### src/rtl/clock_pkg.sv
// Shared constants for the digital clock front end: button FSM encoding and 50 MHz board timing.
// Pure declarations, no logic, no latency.
// No backpressure; consumers import what they need.
package clock_pkg;

    // Per-button FSM states; REPEATING is only reachable when auto-repeat is built in.
    typedef enum logic [1:0] {
        RELEASED  = 2'd0,
        PRESSED   = 2'd1,
        REPEATING = 2'd2
    } btn_state_t;

    // Default timing for the 50 MHz board.
    localparam int DEF_NUM_BTN         = 4;
    localparam int DEF_SYNC_STAGES     = 2;
    localparam int DEF_DEBOUNCE_CYCLES = 500_000;     // 10 ms
    localparam int DEF_HOLD_CYCLES     = 50_000_000;  // 1 s to first repeat
    localparam int DEF_REPEAT_CYCLES   = 10_000_000;  // 200 ms between repeats

endpackage

### src/rtl/btn_channel.sv
// One button: synchroniser, stable-time debouncer and press/auto-repeat FSM (auto-repeat with BTN_AUTOREPEAT_EN).
// level/pulse rise SYNC_STAGES+DEBOUNCE_CYCLES edges after the first edge sampling a clean press; all outputs registered.
// No backpressure: pulse is a fire-and-forget one-cycle strobe.
module btn_channel
    import clock_pkg::*;
#(
    parameter int SYNC_STAGES     = DEF_SYNC_STAGES,
    parameter int DEBOUNCE_CYCLES = DEF_DEBOUNCE_CYCLES,
    parameter int HOLD_CYCLES     = DEF_HOLD_CYCLES,
    parameter int REPEAT_CYCLES   = DEF_REPEAT_CYCLES
) (
    input  logic CLK,
    input  logic RST,
    input  logic btn,
    output logic level,
    output logic pulse,
    output logic held
);

    // Elaboration-time sanity checks on the configuration.
    if (SYNC_STAGES < 2) begin : g_chk_sync
        $error("btn_channel: SYNC_STAGES must be >= 2");
    end
    if (DEBOUNCE_CYCLES < 1) begin : g_chk_db
        $error("btn_channel: DEBOUNCE_CYCLES must be >= 1");
    end
    if (REPEAT_CYCLES < 1 || HOLD_CYCLES < REPEAT_CYCLES) begin : g_chk_rep
        $error("btn_channel: need REPEAT_CYCLES >= 1 and HOLD_CYCLES >= REPEAT_CYCLES");
    end

    localparam int DW = $clog2(DEBOUNCE_CYCLES + 1);

    logic [SYNC_STAGES-1:0] sync;
    logic                   sync_out;
    logic [DW-1:0]          db_cnt;
    logic                   toggle;
    logic                   rise;
    logic                   fall;

    assign sync_out = sync[SYNC_STAGES-1];
    // The counter clears one step early so it never needs to hold DEBOUNCE_CYCLES itself.
    assign toggle   = (sync_out != level) && (db_cnt == DW'(DEBOUNCE_CYCLES - 1));
    assign rise     = toggle & ~level;
    assign fall     = toggle &  level;

    // Metastability synchroniser: shift the raw level through SYNC_STAGES flops.
    always_ff @(posedge CLK) begin
        if (!RST) sync <= '0;
        else      sync <= {sync[SYNC_STAGES-2:0], btn};
    end

    // Debouncer: count consecutive cycles the synced input disagrees with level; flip level at terminal count.
    always_ff @(posedge CLK) begin
        if (!RST) begin
            db_cnt <= '0;
            level  <= 1'b0;
        end else if (sync_out == level) begin
            db_cnt <= '0;
        end else if (toggle) begin
            level  <= ~level;
            db_cnt <= '0;
        end else begin
            db_cnt <= db_cnt + DW'(1);
        end
    end

    btn_state_t state;
    btn_state_t state_nxt;
    logic       pulse_nxt;

`ifdef BTN_AUTOREPEAT_EN
    // HOLD_CYCLES >= REPEAT_CYCLES, so one timer width covers both intervals.
    localparam int TW = $clog2(HOLD_CYCLES + 1);

    logic [TW-1:0] timer;
    logic [TW-1:0] timer_nxt;
    logic          held_nxt;

    // Next-state logic; a release always wins over a repeat due in the same cycle.
    always_comb begin
        state_nxt = state;
        timer_nxt = timer;
        pulse_nxt = 1'b0;
        if (fall) begin
            state_nxt = RELEASED;
            timer_nxt = '0;
        end else begin
            case (state)
                RELEASED: begin
                    if (rise) begin
                        state_nxt = PRESSED;
                        pulse_nxt = 1'b1;
                        timer_nxt = '0;
                    end
                end
                PRESSED: begin
                    if (timer == TW'(HOLD_CYCLES - 1)) begin
                        state_nxt = REPEATING;
                        pulse_nxt = 1'b1;
                        timer_nxt = '0;
                    end else begin
                        timer_nxt = timer + TW'(1);
                    end
                end
                REPEATING: begin
                    if (timer == TW'(REPEAT_CYCLES - 1)) begin
                        pulse_nxt = 1'b1;
                        timer_nxt = '0;
                    end else begin
                        timer_nxt = timer + TW'(1);
                    end
                end
                default: begin
                    state_nxt = RELEASED;
                    timer_nxt = '0;
                end
            endcase
        end
        held_nxt = (state_nxt == REPEATING);
    end

    // State, timer and registered outputs.
    always_ff @(posedge CLK) begin
        if (!RST) begin
            state <= RELEASED;
            timer <= '0;
            pulse <= 1'b0;
            held  <= 1'b0;
        end else begin
            state <= state_nxt;
            timer <= timer_nxt;
            pulse <= pulse_nxt;
            held  <= held_nxt;
        end
    end
`else
    // Next-state logic without auto-repeat: pulse only on the debounced rising edge.
    always_comb begin
        state_nxt = state;
        pulse_nxt = 1'b0;
        if (fall) begin
            state_nxt = RELEASED;
        end else if (state == RELEASED && rise) begin
            state_nxt = PRESSED;
            pulse_nxt = 1'b1;
        end
    end

    // State and registered pulse.
    always_ff @(posedge CLK) begin
        if (!RST) begin
            state <= RELEASED;
            pulse <= 1'b0;
        end else begin
            state <= state_nxt;
            pulse <= pulse_nxt;
        end
    end

    assign held = 1'b0;
`endif

endmodule

### src/rtl/btn_conditioner.sv
// Multi-channel push-button front end (auto-repeat built in when BTN_AUTOREPEAT_EN is defined).
// Latency SYNC_STAGES+DEBOUNCE_CYCLES edges from raw press to level/pulse; outputs registered in each channel.
// No backpressure; channels are independent and may all strobe in the same cycle.
module btn_conditioner
    import clock_pkg::*;
#(
    parameter int NUM_BTN         = DEF_NUM_BTN,
    parameter int SYNC_STAGES     = DEF_SYNC_STAGES,
    parameter int DEBOUNCE_CYCLES = DEF_DEBOUNCE_CYCLES,
    parameter int HOLD_CYCLES     = DEF_HOLD_CYCLES,
    parameter int REPEAT_CYCLES   = DEF_REPEAT_CYCLES
) (
    input  logic               CLK,
    input  logic               RST,
    input  logic [NUM_BTN-1:0] btn,
    output logic [NUM_BTN-1:0] level,
    output logic [NUM_BTN-1:0] pulse,
    output logic [NUM_BTN-1:0] held
);

    for (genvar i = 0; i < NUM_BTN; i++) begin : g_ch
        btn_channel #(
            .SYNC_STAGES     (SYNC_STAGES),
            .DEBOUNCE_CYCLES (DEBOUNCE_CYCLES),
            .HOLD_CYCLES     (HOLD_CYCLES),
            .REPEAT_CYCLES   (REPEAT_CYCLES)
        ) u_ch (
            .CLK   (CLK),
            .RST   (RST),
            .btn   (btn[i]),
            .level (level[i]),
            .pulse (pulse[i]),
            .held  (held[i])
        );
    end

endmodule
### config.mk
export PLATFORM = sky130hd
export DESIGN_NAME = btn_conditioner
export DESIGN_NICKNAME = d
export VERILOG_FILES = /design/src/rtl/clock_pkg.sv /design/src/rtl/btn_channel.sv /design/src/rtl/btn_conditioner.sv
export SDC_FILE = /design/constraint.sdc
export NUM_CORES = 1
export LEC_CHECK = 0
export BUFFER_PORTS_ARGS = -buffer_cell sky130_fd_sc_hd__buf_2
export CORE_ASPECT_RATIO = 1.25
export CORE_MARGIN = 10
export CORE_UTILIZATION = 60
export CTS_BUF_LIST = sky130_fd_sc_hd__clkbuf_16
export CTS_CLUSTER_SIZE = 40
export DETAILED_ROUTE_END_ITERATION = 12
export PLACE_DENSITY = 0.83
export SLEW_MARGIN = 20
export SYNTH_ARGS = -nofsm -noshare
export SYNTH_HDL_FRONTEND = slang
export SYNTH_SLANG_ARGS = --single-unit
### constraint.sdc
create_clock -name CLK -period 2.2 [get_ports CLK]
set_input_delay 0.11 -clock CLK [delete_from_list [all_inputs] [get_ports CLK]]
set_output_delay 0.11 -clock CLK [all_outputs]
set_load 0.01 [all_outputs]
; ---- Yosys cells after proc, flatten, opt, wreduce, memory -nomap -nowiden
; Cells that the tools add are included.
[classes]
n_addsub = 4
mux = 4
reduce_logical = 24
n_eq_ne = 12
bitwise = 17
[ops]
columns = op, count
row1 = $add A19 B1 Y19 const B, 4
row2 = $eq A19 B19 Y1 const B, 4
row3 = $reduce_or A3 Y1, 4
row4 = $not A1 Y1, 9
row5 = $and A1 B1 Y1, 8
row6 = $logic_and A1 B1 Y1, 8
row7 = $logic_not A2 Y1, 4
row8 = $reduce_and A2 Y1, 4
row9 = $reduce_or A2 Y1, 4
row10 = $eq A1 B1 Y1, 4
row11 = $mux W1, 4
row12 = $ne A1 B1 Y1, 4
[totals]
regBits = 96
inputBits = 6
output_inout_bits = 12

; ---- Logic depth before layout (Yosys ltp)
; Gate-level depths: netlist (run 1).
[logic_depth]
ltp_word = 5
depth_mapped = 6

; ---- Modules after synthesis
; From an unflattened synthesis (run 1), not the netlist that was laid out.
[unflattened]
hier_cells = 492
hier_area_um2 = 4464.3
[modules_own_cells]
columns = mod, instances, cells_per_inst, area_each_um2, seq_area_each_um2
row1 = btn_channel, 4, 123, 1116.1, 480.5

; ---- Worst setup path after synthesis (run 1)
; OpenSTA, ideal clock, no wires.
[synth_path]
path_type = register -> register
start = register g_ch[0].u_ch.db_cnt[0]
end = register g_ch[0].u_ch.db_cnt[1]
slack_ns = 0.319
path_stages_with_launch = 6
arrival_ns = 1.765
synth_period_minus_slack_ns = 1.881
t_required_ns = 2.085
setup_time_ns = 0.115
cell_sequence = dfxtp_1 -> ha_1 -> nand3_1 -> or4_1 -> or4_1 -> and3_1
[synth_between]
elab_chain_cells = 3
[synth_lines]
columns = item, line_no
row1 = "start, declared", btn_channel.sv:35  ; logic [DW-1:0] db_cnt;
row2 = "start signal, assigned", btn_channel.sv:63  ; db_cnt <= db_cnt + DW'(1);
row3 = branches (longest 3 deep; another with $add A19 B1 Y19), --
; Several ways; the timed one is not identified.
; A chain may end at the register's enable or synchronous reset.

; ---- Worst setup path in the final report (run 1)
[layout_path]
start = register g_ch[0].u_ch.db_cnt[0]
end = register g_ch[0].u_ch.db_cnt[18]
; Same word-level chain as after synthesis.

==> results of run 1 <==
layout by cell type, fill, tap and decap left out, drive strengths merged, types with 7 or more instances in the layout:
cell type	count
a21oi	11
and2	13
buf	21
clkbuf	9
dfxtp	96
inv	19
nand2	30
nand3	36
nand4	25
nor2	72
nor3	16
nor4	20
nor4b	10
o21ai	7
o31ai	7
or3	10
or4	8
xnor2	42
xor2	17
registers in the layout (all words and copies together) (netlist names):
signal / cells
g_ch.u_ch.state: 4
g_ch.u_ch.sync: 8
g_ch.u_ch.level: 4
g_ch.u_ch.pulse: 4
g_ch.u_ch.db_cnt: 76
worst max-delay path: stages (launching register included):
cell and delay (ns):
dfxtp_1 0.38, ha_1 0.24, nand3_2 0.14, or4_4 0.58
or4_1 0.45, a21oi_1 0.17
layout make-up:
cell class                 instances  area [um^2]  share of cell area [%]
tap                               90          113                    2.36
timing repair buffer              24          155                    3.25
sequential                        96         1920                    40.2
clock buffer                       9          225                    4.71
clock inverter                     7         37.5                   0.785
inverter                          17         63.8                    1.33
multi-input combinational        367         2260                    47.4
through the flow:
step | area (um^2) | utilization, % | hold WS (ns) | total power [W] | setup slack, ns
6_report | 4780 | 68.1 | 0.0201 | 0.00320 | 0.168
5_1_grt | 4780 | 68.1 | 0.0461 | 0.00330 | 0.0226
2_1_floorplan | 4390 | - | 0.237 | 0.00182 | 0.319
4_1_cts | 4780 | 68.0 | 0.0138 | 0.00321 | 0.139
3_3_place_gp | 4480 | 63.9 | 0.322 | 0.00183 | 0.230
3_5_place_dp | 4480 | 63.9 | 0.325 | 0.00184 | 0.186
repair_timing:
item	in CTS	in global routing
hold buffers	3	0
hold endpoints to repair	3	0
resized for setup	0	1
endpoints found under the setup margin	0	2
power by group through the flow:
stage               clock [W]  combinational [W]  sequential, W
floorplan                   0          0.0000335        0.00179
global route          0.00149          0.0000529        0.00175
global placement            0          0.0000410        0.00179
finish                0.00140          0.0000473        0.00175
CTS                   0.00141          0.0000467        0.00175
detailed placement          0          0.0000426        0.00179
cell families (layout without fill, tap and decap cells):
family                     Yosys count  after routing  synth area share (%)
and+or+nand+nor                    260            260                  31.9
xor gates and xnor gates            59             59                  11.8
buffers and inverters               43             57                  4.85
adders and majority gates            4              4                  1.14
DFF                                 96             96                  43.8
muxes                                5              5                  1.14
other                                1              4                0.0856
AOI/OAI and AO/OA                   35             35                  5.28
per-layer routing:
metal | GRT usage, % | vias up | wire length (um)
li1 | - | 1783 | -
met1 | 18.9 | 1663 | 3680
met2 | 28.4 | 82 | 4470
met3 | 3.56 | 23 | 359
met4 | 6.89 | 0 | 218
met5 | 0 | - | 0
worst max path at each step:
| stage | from | endpoint | slack, ns | cells past startpoint |
|---|---|---|---|---|
| after floorplan | g_ch[0].u_ch.db_cnt[0] | g_ch[0].u_ch.db_cnt[1] | 0.32 | 5 |
| after global placement | g_ch[0].u_ch.db_cnt[0] | g_ch[0].u_ch.db_cnt[1] | 0.23 | 5 |
| after detailed placement | g_ch[0].u_ch.db_cnt[0] | g_ch[0].u_ch.db_cnt[1] | 0.19 | 5 |
| after CTS | g_ch[0].u_ch.db_cnt[0] | g_ch[0].u_ch.db_cnt[18] | 0.14 | 5 |
| after global routing | g_ch[0].u_ch.db_cnt[0] | g_ch[0].u_ch.pulse | 0.02 | 5 |
| final | g_ch[0].u_ch.db_cnt[0] | g_ch[0].u_ch.db_cnt[18] | 0.17 | 5 |
==> impl_metrics.ini, run 1 <==
[route]
wl_per_cell_um = 14.3
drcViolationCount = 0
drtAntennaViolNets = 0
first_pass_iters = 6
vias_per_cell = 5.82
num_vias = 3551
drtIter0Drc = 129
totalWireLength_um = 8720

[floorplanning]
rows = 34
die_x_um = 96.4
start_util_pct = 62.4
die_h_um = 116
die_area_mm2 = 0.0111
ioPinCount = 18
core_mm2 = 0.00702

[placement]
portBuffers = 13
place_hpwl_um = 5950
dp_cells = 591
globalplace.congestion = 0.877

[pwr]
p_clk_share_pct = 43.8
seqPwrFrac_pct = 54.8
ir_drop_mv = 0.569
power-per-cell-area_mw_per_mm2 = 670
switchingPower_w = 0.000683
p_sw_share_pct = 21.3
internal_power_w = 0.00252
comb_power_share_pct = 1.5
p_leak_nw = 1.43

[clocking]
post_cts_buffers = 0
cts_sinks = 96
clk_pin_slew_ns = 0.07
cts_buffer_depth = 2
h-tree-depth = 3
clk_latency_ns = 0.34
cts_tree = yes
cts_root_buffer = clkbuf_16
cts_buffers = 9

[worst_hold_path]
holdCritStartpoint = btn[0]
hold_depth = 2
holdPathEnd = g_ch[0].u_ch.sync[0]
worstHoldPathType = in2reg

[sta]
fin_setup_tns_ns = 0
tightest_slew_ns = 0.650
slew_headroom_pct = 56.3
rsz0062_at_grt = no
hold_violations = 0
fin_skew_ns = 0.0130
clock.fmax_mhz = 492
setup_violations = 0
fin_crit_sh_pct = 92.4
final-max-slew-violation-count = 0
period_needed_ns = 2.03

[synth]
netlist.area_leader.share_pct = 43.8
synthCells = 503
syn_area_mm2 = 0.00438
synth.most_common_cell = dfxtp_1
synth_flop_cell = dfxtp_1
synth_warnings = 0
ys_ff_latch = 96
synthTopCellsByCount = dfxtp_1, nor2_1, xnor2_1
synth_area_leaders = dfxtp_1, xnor2_1, nor2_1
ys_seq_area_share_pct = 43.8
yosysUniqueCellTypes = 43
synth_enable_flop_cells = 0
async_flop_share_pct = 0
yosysTopAreaCell = dfxtp_1
syn-mean-instance-area_um2 = 8.71

[global_routing]
overflow = 0
grtUsageTotal_pct = 16.4
grt_pass1_wl_um = 15200
antenna_found_initial = 0
grt_max_degree = 34
grt_pass1_vias = 3492

[final_layout]
fillCellCount = 561
fin_cells = 610
nNetsFinal = 525
drive_gt1_share_pct = 8.46
antennaDiodeCount = 0
syn_to_final_growth_pct = 9.08

[critical_path]
cp_max_fo = 6
startpoint_type = register
r2r_end = g_ch[0].u_ch.db_cnt[18]
reg2reg_slack_ns = 0.17
required_ns = 2.47
reg2reg_from = g_ch[0].u_ch.db_cnt[0]
worstPathArrival_ns = 2.30
reg2reg_depth = 5
timing_worst_setup_path_type = reg2reg
end_kind = register

[status]
status = completed

[job]
cap_violations = 0
No activity file was read; power rests on OpenSTA's default activity.
==> run 2: changes to the inputs <==
CORE_UTILIZATION = 40   (was 60)
PLACE_DENSITY = 0.61   (was 0.83)
==> run 2 against run 1 <==
- non-clock buffer count increased by 1
- largest power group unchanged
- combinational power decreased by 1%
- core utilization decreased by 23 points
- first-iteration DRC count increased by 23%
- clock skew decreased by 0.0081 ns
- hold slack improved by 0.011 ns
- cell area increased by 1.6%
- sequential share of layout area decreased by 0.64 points
- power increased by 2.6%
==> impl_metrics.ini, run 2 (synthesized netlist as in run 1, its figures left out) <==
[pwr]
seqPwrFrac_pct = 53.4
power-per-cell-area_mw_per_mm2 = 676
p_sw_share_pct = 20.1
comb_power_share_pct = 1.4
p_leak_nw = 1.45
internal_power_w = 0.00263
p_clk_share_pct = 45.2
switchingPower_w = 0.000659
ir_drop_mv = 0.353

[route]
drcViolationCount = 0
totalWireLength_um = 8390
vias_per_cell = 5.29
drtAntennaViolNets = 0
first_pass_iters = 4
drtIter0Drc = 159
wl_per_cell_um = 12.8
num_vias = 3456

[floorplanning]
die_h_um = 137
ioPinCount = 18
die_area_mm2 = 0.0156
start_util_pct = 41.1
die_x_um = 114
core_mm2 = 0.0107
rows = 42

[worst_hold_path]
worstHoldPathType = in2reg

[sta]
slew_headroom_pct = 58.3
tightest_slew_ns = 0.620
fin_crit_sh_pct = 90.9
final-max-slew-violation-count = 0
rsz0062_at_grt = no
fin_skew_ns = 0.00489
setup_violations = 0
fin_setup_tns_ns = 0
period_needed_ns = 2.00
hold_violations = 0
clock.fmax_mhz = 500

[clocking]
h-tree-depth = 3
clk_pin_slew_ns = 0.06
cts_tree = yes
cts_buffers = 9
cts_sinks = 96
cts_root_buffer = clkbuf_16
cts_buffer_depth = 2
clk_latency_ns = 0.33

[critical_path]
critPathMaxStageDelay_ns = 0.52
cp_max_fo = 6
startpoint_type = register
required_ns = 2.43
worstPathArrival_ns = 2.23
timing_worst_setup_path_type = reg2reg
path_cells = ha_1 -> nand3_2 -> or4_1 -> or4_1 -> and3_1
timing.critical_path.mode_cell = or4_1
slowest_stage = or4_1
end_kind = register

[placement]
place_hpwl_um = 6010
globalplace.congestion = 0.757
portBuffers = 13

[global_routing]
overflow = 0
grtUsageTotal_pct = 11.0
grt_max_degree = 34
grt_pass1_wl_um = 14500
grt_pass1_vias = 3234
antenna_found_initial = 0

[final_layout]
largest_register_ffs = 76
final_cell_mix = dfxtp_1, nor2_1, xnor2_1
final_util_pct = 45.5
final_common_cell = dfxtp_1
syn_to_final_growth_pct = 10.8
antennaDiodeCount = 0
drive_gt1_share_pct = 8.64
reg_top3 = g_ch.u_ch.db_cnt (76), g_ch.u_ch.sync (8)
top_register = g_ch.u_ch.db_cnt
nNetsFinal = 526

[job]
cap_violations = 0

[status]
status = completed
run 2: area by class of cell:
type / count / area [um^2]
inverters: 17 / 63.8
flip-flops and latches: 96 / 1920
fillers: 1076 / 5810
multi-input cells: 367 / 2260
clock inverters: 7 / 55.1
clock buffers: 9 / 225
well taps: 132 / 165
repair buffers: 25 / 163
run 2: timing repair:
item,in CTS,in global routing
hold buffers,3,0
resized for setup,0,1
setup endpoints to repair,0,1
setup buffers,0,0
endpoints found under the hold margin,3,0
run 2: final timing paths:
path	startpoint	to	slack, ns	cells past startpoint
worst max-delay path	g_ch[0].u_ch.db_cnt[0]	g_ch[0].u_ch.db_cnt[1]	0.20	5
worst min-delay path	btn[0]	g_ch[0].u_ch.sync[0]	0.03	2
worst max register to register	g_ch[0].u_ch.db_cnt[0]	g_ch[0].u_ch.db_cnt[1]	0.20	5
worst min register to register	g_ch[0].u_ch.sync[0]	g_ch[0].u_ch.sync[1]	0.43	1
run 2: power by group through the flow:
stage,sequential [W],clock [W],combinational (W)
final,0.00175,0.00148,0.0000468
after global routing,0.00175,0.00159,0.0000532
after CTS,0.00175,0.00152,0.0000470
after detailed placement,0.00179,0,0.0000427
after global placement,0.00179,0,0.0000421
after floorplan,0.00179,0,0.0000335
run 2: routing by layer:
| layer | part of all wire, % | up-vias | global-route usage [%] |
|---|---|---|---|
| met5 | 0 | - | 0 |
| met4 | 1.8 | 0 | 5.23 |
| met3 | 2.3 | 13 | 1.97 |
| met2 | 48 | 38 | 18.5 |
| met1 | 48 | 1622 | 13.2 |
| li1 | - | 1783 | - |
run 2: through the flow:
stage	instance area, um^2	hold WS [ns]	setup slack (ns)	total power [W]	instances
after global placement	4540	0.320	0.210	0.00183	634
after detailed placement	4540	0.327	0.165	0.00184	634
after CTS	4850	0.0273	0.156	0.00332	653
after floorplan	4390	0.237	0.319	0.00182	506
after global routing	4860	0.0379	0.0558	0.00340	653
final	4860	0.0312	0.200	0.00328	653
run 2: critical path: cells and delay by family, from the launching register on:
| family | cells | cell delay (ns) |
|---|---|---|
| simple gates | 4 | 1.28 |
| flops | 1 | 0.37 |
| fa+ha+maj | 1 | 0.23 |
==> run 3: changes to the inputs <==
CORE_ASPECT_RATIO = 0.5   (was 1.25)
==> run 3 against run 2 <==
- critical path depth unchanged
- first-iteration DRC count down 4.4%
- highest routed layer unchanged
- register-to-register slack better by 0.04 ns
- cell count up 1.5%
==> impl_metrics.ini, run 3 (synthesized netlist as in run 1, its figures left out) <==
[pwr]
power-per-cell-area_mw_per_mm2 = 717
switchingPower_w = 0.000674
p_leak_nw = 1.47
p_sw_share_pct = 19.0
ir_drop_mv = 0.409
seqPwrFrac_pct = 49.5
comb_power_share_pct = 1.3
internal_power_w = 0.00287
p_clk_share_pct = 49.2

[clocking]
cts_sinks = 96
post_cts_resized = 0
cts_tree = yes
cts_root_buffer = clkbuf_16
clk_latency_ns = 0.34
clk_pin_slew_ns = 0.06
cts_buffer_depth = 2
cts_buffers = 9
h-tree-depth = 3

[placement]
placed_area_mm2 = 0.00457
place_hpwl_um = 5730
portBuffers = 13
globalplace.congestion = 0.775

[final_layout]
final_cell_mix = dfxtp_1, nor2_1, xnor2_1
final_common_cell = dfxtp_1
nNetsFinal = 528
fillCellCount = 1001
final_area_mm2 = 0.00494
final_util_pct = 47.3
syn_to_final_growth_pct = 12.6
reg_top3 = g_ch.u_ch.db_cnt (76), g_ch.u_ch.sync (8)
top_register = g_ch.u_ch.db_cnt
drive_gt1_share_pct = 9.18
largest_register_ffs = 76
antennaDiodeCount = 0

[sta]
tightest_slew_ns = 0.557
hold_violations = 0
period_needed_ns = 1.96
slew_headroom_pct = 62.5
fin_skew_ns = 0.00511
rsz0062_at_grt = no
final-max-slew-violation-count = 0
fin_crit_sh_pct = 89.2
fin_setup_tns_ns = 0
clock.fmax_mhz = 509
setup_violations = 0
hold_slack_ns = 0.00558

[global_routing]
grt_pass1_vias = 3132
grt_pass1_wl_um = 14600
overflow = 0
antenna_found_initial = 0
grtUsageTotal_pct = 10.8
grt_max_degree = 34

[floorplanning]
start_util_pct = 42.0
die_x_um = 168
rows = 26
ioPinCount = 18
core_mm2 = 0.0104
die_h_um = 94.0
die_area_mm2 = 0.0158

[route]
first_pass_iters = 4
drtIter0Drc = 152
drtAntennaViolNets = 0
wl_per_cell_um = 12.2
totalWireLength_um = 8110
drcViolationCount = 0
vias_per_cell = 5.11
num_vias = 3387

[critical_path]
reg2reg_depth = 5
worstPathArrival_ns = 2.19
end_kind = register
required_ns = 2.43
timing_worst_setup_path_type = reg2reg
startpoint_type = register
cp_max_fo = 4

[status]
status = completed

[worst_hold_path]
hold_depth = 2
worstHoldPathType = in2reg

[job]
cap_violations = 0
## run 3: final timing paths
check | slack, ns | start | to
worst max-delay path | 0.24 | g_ch[0].u_ch.db_cnt[0] | g_ch[0].u_ch.db_cnt[1]
worst min register to register | 0.44 | g_ch[0].u_ch.sync[0] | g_ch[0].u_ch.sync[1]
worst max register to register | 0.24 | g_ch[0].u_ch.db_cnt[0] | g_ch[0].u_ch.db_cnt[1]
worst min-delay path | 0.006 | btn[0] | g_ch[0].u_ch.sync[0]
## run 3: through the flow
step                cells  power [W]  worst slack [ns]
finish                663    0.00354             0.237
global route          663    0.00367            0.0914
CTS                   663    0.00359             0.222
detailed placement    644    0.00183             0.250
global placement      644    0.00183             0.294
floorplan             506    0.00182             0.319
## run 3: per-layer routing
layer	global-route usage, %	wire (um)	part of all wire [%]
met5	0	0	0
met4	4.03	96	1.2
met3	2.80	264	3.3
met2	16.8	3480	43
met1	14.0	4260	53
## run 3: layout make-up
cell class	instances	area, um^2	area share, %
well taps	140	175	3.55
repair buffers	27	178	3.60
multi-input cells	367	2260	45.8
inverters	17	63.8	1.29
clock inverters	7	113	2.28
clock buffers	9	225	4.56
flip-flops and latches	96	1920	38.9
## run 3: repair_timing
action | in CTS | in global routing
hold endpoints to repair | 3 | 0
hold buffers | 3 | 0
setup buffers | 0 | 0
## run 3: worst max-delay path, cell delays in order (launching register included)
cell,delay (ns)
dfxtp_1,0.37
ha_1,0.21
nand3_1,0.13
or4_1,0.41
or4_1,0.52
and3_1,0.21
## run 3: power by group through the flow
stage | clock network [W] | logic (W) | registers (W)
2_1_floorplan | 0 | 0.0000335 | 0.00179
3_3_place_gp | 0 | 0.0000412 | 0.00179
3_5_place_dp | 0 | 0.0000415 | 0.00179
4_1_cts | 0.00180 | 0.0000458 | 0.00175
5_1_grt | 0.00186 | 0.0000534 | 0.00175
6_report | 0.00174 | 0.0000453 | 0.00175
